--- config.mk ---
export PLATFORM = sky130hd
export DESIGN_NAME = bcd_display_scan
export DESIGN_NICKNAME = d
export VERILOG_FILES = /design/src/rtl/bcd_display_pkg.sv /design/src/rtl/seg7_decode.sv /design/src/rtl/bcd_display_scan.sv
export SDC_FILE = /design/constraint.sdc
export NUM_CORES = 1
export LEC_CHECK = 0
export BUFFER_PORTS_ARGS = -buffer_cell sky130_fd_sc_hd__clkbuf_2
export CAP_MARGIN = 20
export CORE_UTILIZATION = 39
export CTS_CLUSTER_DIAMETER = 40
export DETAILED_ROUTE_END_ITERATION = 12
export GPL_TIMING_DRIVEN = 0
export PLACE_DENSITY = 0.65
export SYNTH_ARGS = -nofsm -noshare
export SYNTH_HDL_FRONTEND = slang
export SYNTH_HIERARCHICAL = 1
export SYNTH_SLANG_ARGS = --single-unit
export TNS_END_PERCENT = 50
--- constraint.sdc ---
create_clock -name Clk -period 5.75 [get_ports Clk]
set_input_delay 1.15 -clock Clk [delete_from_list [all_inputs] [get_ports Clk]]
set_output_delay 1.15 -clock Clk [all_outputs]
set_load 0.005 [all_outputs]
--- src/rtl/bcd_display_pkg.sv ---
// bcd_display_pkg: shared seven-segment constants for the display blocks
package bcd_display_pkg;
    localparam int NUM_DIGITS = 4;
    localparam logic [6:0] SEG_0     = 7'h40;
    localparam logic [6:0] SEG_1     = 7'h79;
    localparam logic [6:0] SEG_2     = 7'h24;
    localparam logic [6:0] SEG_3     = 7'h30;
    localparam logic [6:0] SEG_4     = 7'h19;
    localparam logic [6:0] SEG_5     = 7'h12;
    localparam logic [6:0] SEG_6     = 7'h02;
    localparam logic [6:0] SEG_7     = 7'h78;
    localparam logic [6:0] SEG_8     = 7'h00;
    localparam logic [6:0] SEG_9     = 7'h10;
    localparam logic [6:0] SEG_DASH  = 7'h3F;
    localparam logic [6:0] SEG_BLANK = 7'h7F;
    localparam logic [3:0] ANODES_OFF = 4'b1111;
endpackage

--- src/rtl/seg7_decode.sv ---
// seg7_decode: BCD nibble to active-low {g..a} segments, dash for invalid codes
module seg7_decode
    import bcd_display_pkg::*;
(
    input  logic [3:0] digit_i,
    input  logic       blank_i,
    output logic [6:0] seg_o
);
    // blank wins over the digit value; codes 10..15 render as a dash
    always_comb begin
        seg_o = SEG_DASH;
        if (blank_i) seg_o = SEG_BLANK;
        else begin
            case (digit_i)
                4'd0: seg_o = SEG_0;
                4'd1: seg_o = SEG_1;
                4'd2: seg_o = SEG_2;
                4'd3: seg_o = SEG_3;
                4'd4: seg_o = SEG_4;
                4'd5: seg_o = SEG_5;
                4'd6: seg_o = SEG_6;
                4'd7: seg_o = SEG_7;
                4'd8: seg_o = SEG_8;
                4'd9: seg_o = SEG_9;
                default: seg_o = SEG_DASH;
            endcase
        end
    end
endmodule

--- src/rtl/bcd_display_scan.sv ---
// bcd_display_scan: 4-digit multiplexed seven-segment scanner with guard band and leading-zero blanking
module bcd_display_scan
    import bcd_display_pkg::*;
#(
    parameter int REFRESH_DIV  = 100000,
    parameter int GUARD_CYCLES = 2
) (
    input  logic        Clk,
    input  logic        Reset,
    input  logic [15:0] DigitsIn,
    input  logic [3:0]  DotIn,
    input  logic        BlankLeading,
    output logic [6:0]  Seg,
    output logic        Dp,
    output logic [3:0]  An,
    output logic [1:0]  ScanIdx
);
    localparam int CW = $clog2(REFRESH_DIV);

    logic [CW-1:0] cnt_q, cnt_d;
    logic [1:0]    idx_q, idx_d;
    logic [15:0]   snap_q, snap_d;
    logic [3:0]    dsnap_q, dsnap_d;
    logic          wrap;
    logic [3:0]    blank;
    logic [3:0]    digit;
    logic [6:0]    seg_d, seg_q;
    logic [3:0]    an_d, an_q;
    logic          dp_q;
    logic [1:0]    scan_q;

    // slot counter, digit index and once-per-scan snapshot (only on the 3->0 wrap)
    always_comb begin
        wrap    = cnt_q == CW'(REFRESH_DIV - 1);
        cnt_d   = wrap ? '0 : cnt_q + CW'(1);
        idx_d   = wrap ? idx_q + 2'd1 : idx_q;
        snap_d  = (wrap && idx_q == 2'd3) ? DigitsIn : snap_q;
        dsnap_d = (wrap && idx_q == 2'd3) ? DotIn : dsnap_q;
        an_d    = (cnt_q < CW'(GUARD_CYCLES)) ? ANODES_OFF : ~(4'b0001 << idx_q);
    end

    // a digit blanks only if it is zero and everything to its left is blanked
    assign blank[3] = BlankLeading && snap_q[15:12] == 4'd0;
    assign blank[2] = blank[3] && snap_q[11:8] == 4'd0;
    assign blank[1] = blank[2] && snap_q[7:4] == 4'd0;
    assign blank[0] = 1'b0;
    assign digit    = snap_q[{idx_q, 2'b00} +: 4];

    seg7_decode u_dec (
        .digit_i (digit),
        .blank_i (blank[idx_q]),
        .seg_o   (seg_d)
    );

    // scan state and registered display outputs
    always_ff @(posedge Clk or negedge Reset) begin
        if (!Reset) begin
            cnt_q   <= '0;
            idx_q   <= '0;
            snap_q  <= '0;
            dsnap_q <= '0;
            seg_q   <= SEG_BLANK;
            an_q    <= ANODES_OFF;
            dp_q    <= 1'b1;
            scan_q  <= '0;
        end else begin
            cnt_q   <= cnt_d;
            idx_q   <= idx_d;
            snap_q  <= snap_d;
            dsnap_q <= dsnap_d;
            seg_q   <= seg_d;
            an_q    <= an_d;
            dp_q    <= ~dsnap_q[idx_q];
            scan_q  <= idx_q;
        end
    end

    assign Seg     = seg_q;
    assign Dp      = dp_q;
    assign An      = an_q;
    assign ScanIdx = scan_q;
endmodule

# [Word-level counts from Yosys, hierarchy flattened]
# Memory sizes are Yosys's and may differ from the RTL's.
# Index checks and enable logic that the tools add are counted.
[word_totals] ff_bits=53 latchBits=0 ram_bits=0 rom_bits=112 inputBits=23 mem_count=1
[memory_table] memory="(no name shown)" words=16 word_bits=7 read_ports=1 rd_ports_with_merged_regs=0 wr=0 line="seg7_decode.sv:14" text="case (digit_i)"
[classes] n_addsub=2 n_mul=0 div=0 magnitude_cmp=2 n_eq_ne=2 shifts=2 muxes=7 n_bitwise=2 reduce_logical=7
[ops] cell="17-bit by 1-bit adder with 17-bit output, second input constant" count=1
[ops] cell="17-bit == test, second input constant" count=1
[ops] cell="17-bit by 2-bit < comparator with 1-bit output, second input constant" count=1
[ops] cell="17-bit 2-to-1 mux" count=1
[ops] cell="16-bit by 5-bit variable part select with 4-bit output" count=1
[ops] cell="4-bit logical NOT" count=3
[ops] cell="7-bit 2-to-1 mux" count=1
[ops] cell="1-bit binary-select mux with 2-bit select" count=2
[ops] cell="1-bit logical AND" count=4
[ops] cell="4-bit 2-to-1 mux" count=1
[ops] cell="4-bit inverter" count=1
[ops] cell="1-bit by 2-bit left shift with 4-bit output, first input constant" count=1
[ops] cell="2-bit by 3-bit < comparator with 1-bit output, second input constant" count=1
[ops] cell="2-bit by 1-bit adder with 2-bit output, second input constant" count=1
[ops] cell="2-bit == test, second input constant" count=1
[ops] cell="1-bit 2-to-1 mux" count=2
[ops] cell="1-bit inverter" count=1

# [Depth between registers and ports, before layout]
[depth] ltp_word=7 depth_mapped=7 ltp_nobuf=6

# [Hierarchy]
# The synthesis kept the hierarchy.
[by_module_without_submodules] mod="bcd_display_scan" instances=1 cells_each=168 area_per_inst_um2=2328.5 seq_area_each_um2=1341.3
[by_module_without_submodules] mod="seg7_decode" instances=1 cells_each=35 area_per_inst_um2=235.2 seq_area_each_um2=0.0

# [Least setup slack after synthesis]
# Ideal clock, no wire load.
[synth_timing] path_type="register to register" startpoint="register idx_q[0]" endpoint="register seg_q[3], in the netlist Seg[3]" arrival_ps=1989 path_slack_ps=3678 stages_incl_launch_ff=7 path_buffers=1 cell_sequence="dfrtp_1 -> clkbuf_1 -> mux4_2 -> ha_1 -> or2_0 -> a211oi_2 -> nor2_1"
[synth_between] elab_chain_cells=3 word_cells_on_any_way=5 cone_classes="shift (1); mux (3); memory (1)"
[synth_lines] element="start, declared" line="bcd_display_scan.sv:21" text="logic [1:0] idx_q, idx_d;"
[synth_lines] element="start signal, assigned" line="bcd_display_scan.sv:68" text="idx_q <= idx_d;"
[synth_lines] element="16-bit by 5-bit variable part select with 4-bit output" line="bcd_display_scan.sv:47" text="assign digit = snap_q[{idx_q, 2'b00} +: 4];"
[synth_lines] element="via digit[0]" line="bcd_display_scan.sv:26" text="logic [3:0] digit;"
[synth_lines] element="memory read 16 x 7 bit"
[synth_lines] element="7-bit 2-to-1 mux" line="seg7_decode.sv:12" text="if (blank_i) seg_o = SEG_BLANK;"
[synth_lines] element="via seg_d[3]" line="bcd_display_scan.sv:27" text="logic [6:0] seg_d, seg_q;"
[synth_lines] element="end signal, assigned" line="bcd_display_scan.sv:71" text="seg_q <= seg_d;"
[synth_lines] element="end, declared" line="bcd_display_scan.sv:27"
# The timed path passes the listed nets, and every way through them passes these cells. The select of a mux whose other input is x is not followed.
# A chain may end at the register's enable or synchronous reset.

# [Worst setup path in the final report]
# Ends and elaborated chain as after synthesis.

==> reports/metrics.csv <==
stage;metric;value;unit
grt;grt_use_total;14.7;%
synth;synth.area.top_cells;dfrtp_1 (40%), dfstp_2 (12%), mux2_4 (12%);
finish;n_antenna_cell;0;
synth;synth_cell_types;36;
grt;grt_pass1_wl;8110;um
synth;synth.largest_area_cell;dfrtp_1;
finish;utilization;46.6;%
detailed_routing;drt-pass1-iter-count;4;
detailed_routing;num_vias;1614;
die;dieHeight;83.1;um
sta;setup_ws;3.48;ns
synth;syn_inst;203;
synth;synth-async-reset-ratio;100;%
synth;netlist_top_cells_count;dfrtp_1 (41), mux2_4 (20), nand2_1 (13), dfstp_2 (12), nor2_1 (12);
grt;busiest_layer;met1;
run;maxCapViolCount;0;
finish;area_growth_syn_to_layout;15.5;%
sta;period_needed;2.27;ns
hold_path;worstHoldPathCells;0;
placed_design;hpwl;3310;um
outcome;outcome;finished clean;
sta;fin_crit_sh;39.5;%
setup_path;crit_arrival;2.51;ns
finish;filler_cell_count;596;
finish;fin_nets;280;
setup_path;reg2reg_slack;3.48;ns
power_and_ir_drop;p_per_area;227;nW/um2
synth;syn_area_per_cell;12.6;um2
synth;synth_top_cell_area_share;40.0;%
setup_path;worstReg2RegEnd;Seg[3];
placed_design;place.gp.congestion;0.794;
setup_path;reg2reg_from;idx_q[0];
grt;grt_pass1_vias;1596;
detailed_routing;ant_nets;0;
setup_path;crit_fanout;6;
die;io_pins;37;
detailed_routing;viasPerCell;4.97;
sta;setup_tns;0;ns
hold_path;hold_path_end;ScanIdx[1];
finish;instances_no_fill;325;
die;row_count;29;
detailed_routing;drc_errors;0;
synth;ys.flop_type;dfrtp_1;
clocking;cts_setup_buffers;0;
placed_design;dpl.cell_count;317;
clocking;clk_pin_slew;0.09;ns
sta;drv_slew;0;
power_and_ir_drop;p_leak;1.38;nW
synth;synth.most_common_cell;dfrtp_1;
sta;fmax;0.440;GHz
detailed_routing;routed_wl;4560;um
clocking;cts_tree;done;
finish;drive_gt1_share;36.3;%
die;dieArea;6900;um2
setup_path;cp-start-kind;flip-flop;
detailed_routing;post_drt_wl_per_cell;14.0;um
placed_design;io_buffers;36;
sta;worstMarginPinSlew;0.671;ns
synth;syn_area;2560;um2
setup_path;crit_type;flip-flop to flip-flop;
power_and_ir_drop;ir_worst_vdd;0.0000988;V
sta;max-slew-margin-rel;55.3;%
synth;seq_area_frac_synth;52.3;%
detailed_routing;drt_iter0_drc;64;
die;initial_core_util;40.4;%
sta;rsz0062_at_grt;no;
grt;met1_usage;21.6;%
hold_path;hold_path.class;flip-flop to flip-flop;
clocking;cts.path.max_buffers;2;
clocking;cts_root_buffer;clkbuf_8;
synth;yosysWarningCount;6;
setup_path;reg2reg_depth;6;
clocking;clkLatencyLatePin;0.31;ns
clocking;cts_buffers;5;
die;core;6350;um2
grt;grt_overflow;0;
sta;setup_viol;0;
clocking;cts_resized;0;
grt;grt_util_met2;21.2;%
hold_path;min-delay-start;idx_q[1];
synth;ys_ff_latch;53;
die;die_w;83.1;um
grt;grt_antenna_before_repair;0;
clocking;cts_hold_buf;0;
sta;skew;0.00779;ns
sta;finalHoldViolations;0;
setup_path;cp.required;5.99;ns
placed_design;place_ws;3.47;ns
synth;synth-edff-count;0;
clocking;htreeDepth;2;
grt;grt_max_degree;28;
setup_path;end_kind;flip-flop;
grt;grt.met3_usage;3.28;%
clocking;cts_sinks;53;
synth;synthesis.nets;236;
==> worst max-delay path: stages, from the launching register on <==
cell      delay [ns]
dfrtp_1         0.42
clkbuf_1        0.38
mux4_2          0.62
ha_1            0.21
or2_0           0.23
a211oi_2        0.26
nor2_1          0.08
==> power breakdown <==
part | internal, W | switching [W]
clock | 0.000109 | 0.000120
combinational | 0.0000271 | 0.0000220
sequential | 0.000387 | 0.00000695
==> cell type report <==
class                      instances  area, um2  share of cell area [%]
timing repair buffer              37        200                    6.76
tap                               77       96.3                    3.25
inverter                           8       30.0                    1.01
clock inverter                     1       5.00                   0.169
multi-input combinational        135       1150                    38.7
buffer                             7       46.3                    1.56
sequential                        53       1340                    45.3
clock buffer                       7       96.3                    3.25
==> state kept, by name, summed over array words and instances (netlist names) <==
register and count:
cnt_q 17, An 4, idx_q 2, snap_q 16, Seg 7, ScanIdx 2
dsnap_q 4, Dp 1
==> cells in the final DEF, fill, tap and decap left out, drive strengths merged, types with 2 or more instances in the layout <==
| cell | Yosys | layout |
|---|---|---|
| dfstp | 12 | 12 |
| nor2 | 12 | 12 |
| nor2b | 2 | 2 |
| nand2 | 14 | 14 |
| or3 | 2 | 2 |
| dfrtp | 41 | 41 |
| clkbuf | 3 | 46 |
| mux4 | 5 | 5 |
| o21bai | 2 | 2 |
| nand2b | 3 | 3 |
| xor2 | 5 | 5 |
| ha | 10 | 10 |
| nor3 | 6 | 6 |
| mux2 | 20 | 20 |
| buf | 4 | 5 |
| nand3 | 6 | 6 |
| o21ai | 8 | 8 |
| or4 | 3 | 3 |
| nor4 | 9 | 9 |
| nand4 | 5 | 5 |
| inv | 8 | 8 |
| xnor2 | 9 | 9 |
| a21oi | 6 | 6 |
==> metal layers <==
layer	up-vias	wire, um
met5	-	0
met4	0	80
met3	7	146
met2	32	1990
met1	766	2340
li1	809	-
==> worst max path at each step <==
| stage | slack (ns) | from | endpoint | depth (start not counted) |
|---|---|---|---|---|
| global placement | 3.46 | Reset | cnt_q[7] | 1 |
| detailed placement | 3.47 | idx_q[0] | Seg[3] | 6 |
| CTS | 3.44 | idx_q[0] | Seg[3] | 6 |
| global route | 3.32 | idx_q[0] | Seg[3] | 6 |
| floorplan | 3.68 | idx_q[0] | Seg[3] | 6 |
| finish | 3.48 | idx_q[0] | Seg[3] | 6 |
==> logic make-up (layout without fill, tap and decap cells) <==
group,Yosys count,count (layout),synth area share [%]
AND/OR/NAND/NOR,67,67,14.6
flip-flops,53,53,52.3
adder cells (fa/ha/maj),10,10,4.88
multiplexers,25,25,16.1
buffers and inverters,15,60,2.98
XOR/XNOR,14,14,4.78
AO/OA/AOI/OAI,19,19,4.34
==> stage by stage <==
step / instance area (um2) / power [W] / hold WS [ns]
finish: 2960 / 0.000672 / 0.443
floorplan: 2560 / 0.000425 / 0.399
global placement: 2840 / 0.000449 / 0.415
detailed placement: 2860 / 0.000452 / 0.417
global route: 2960 / 0.000700 / 0.472
CTS: 2960 / 0.000682 / 0.442
No activity file was read; power rests on OpenSTA's default activity.
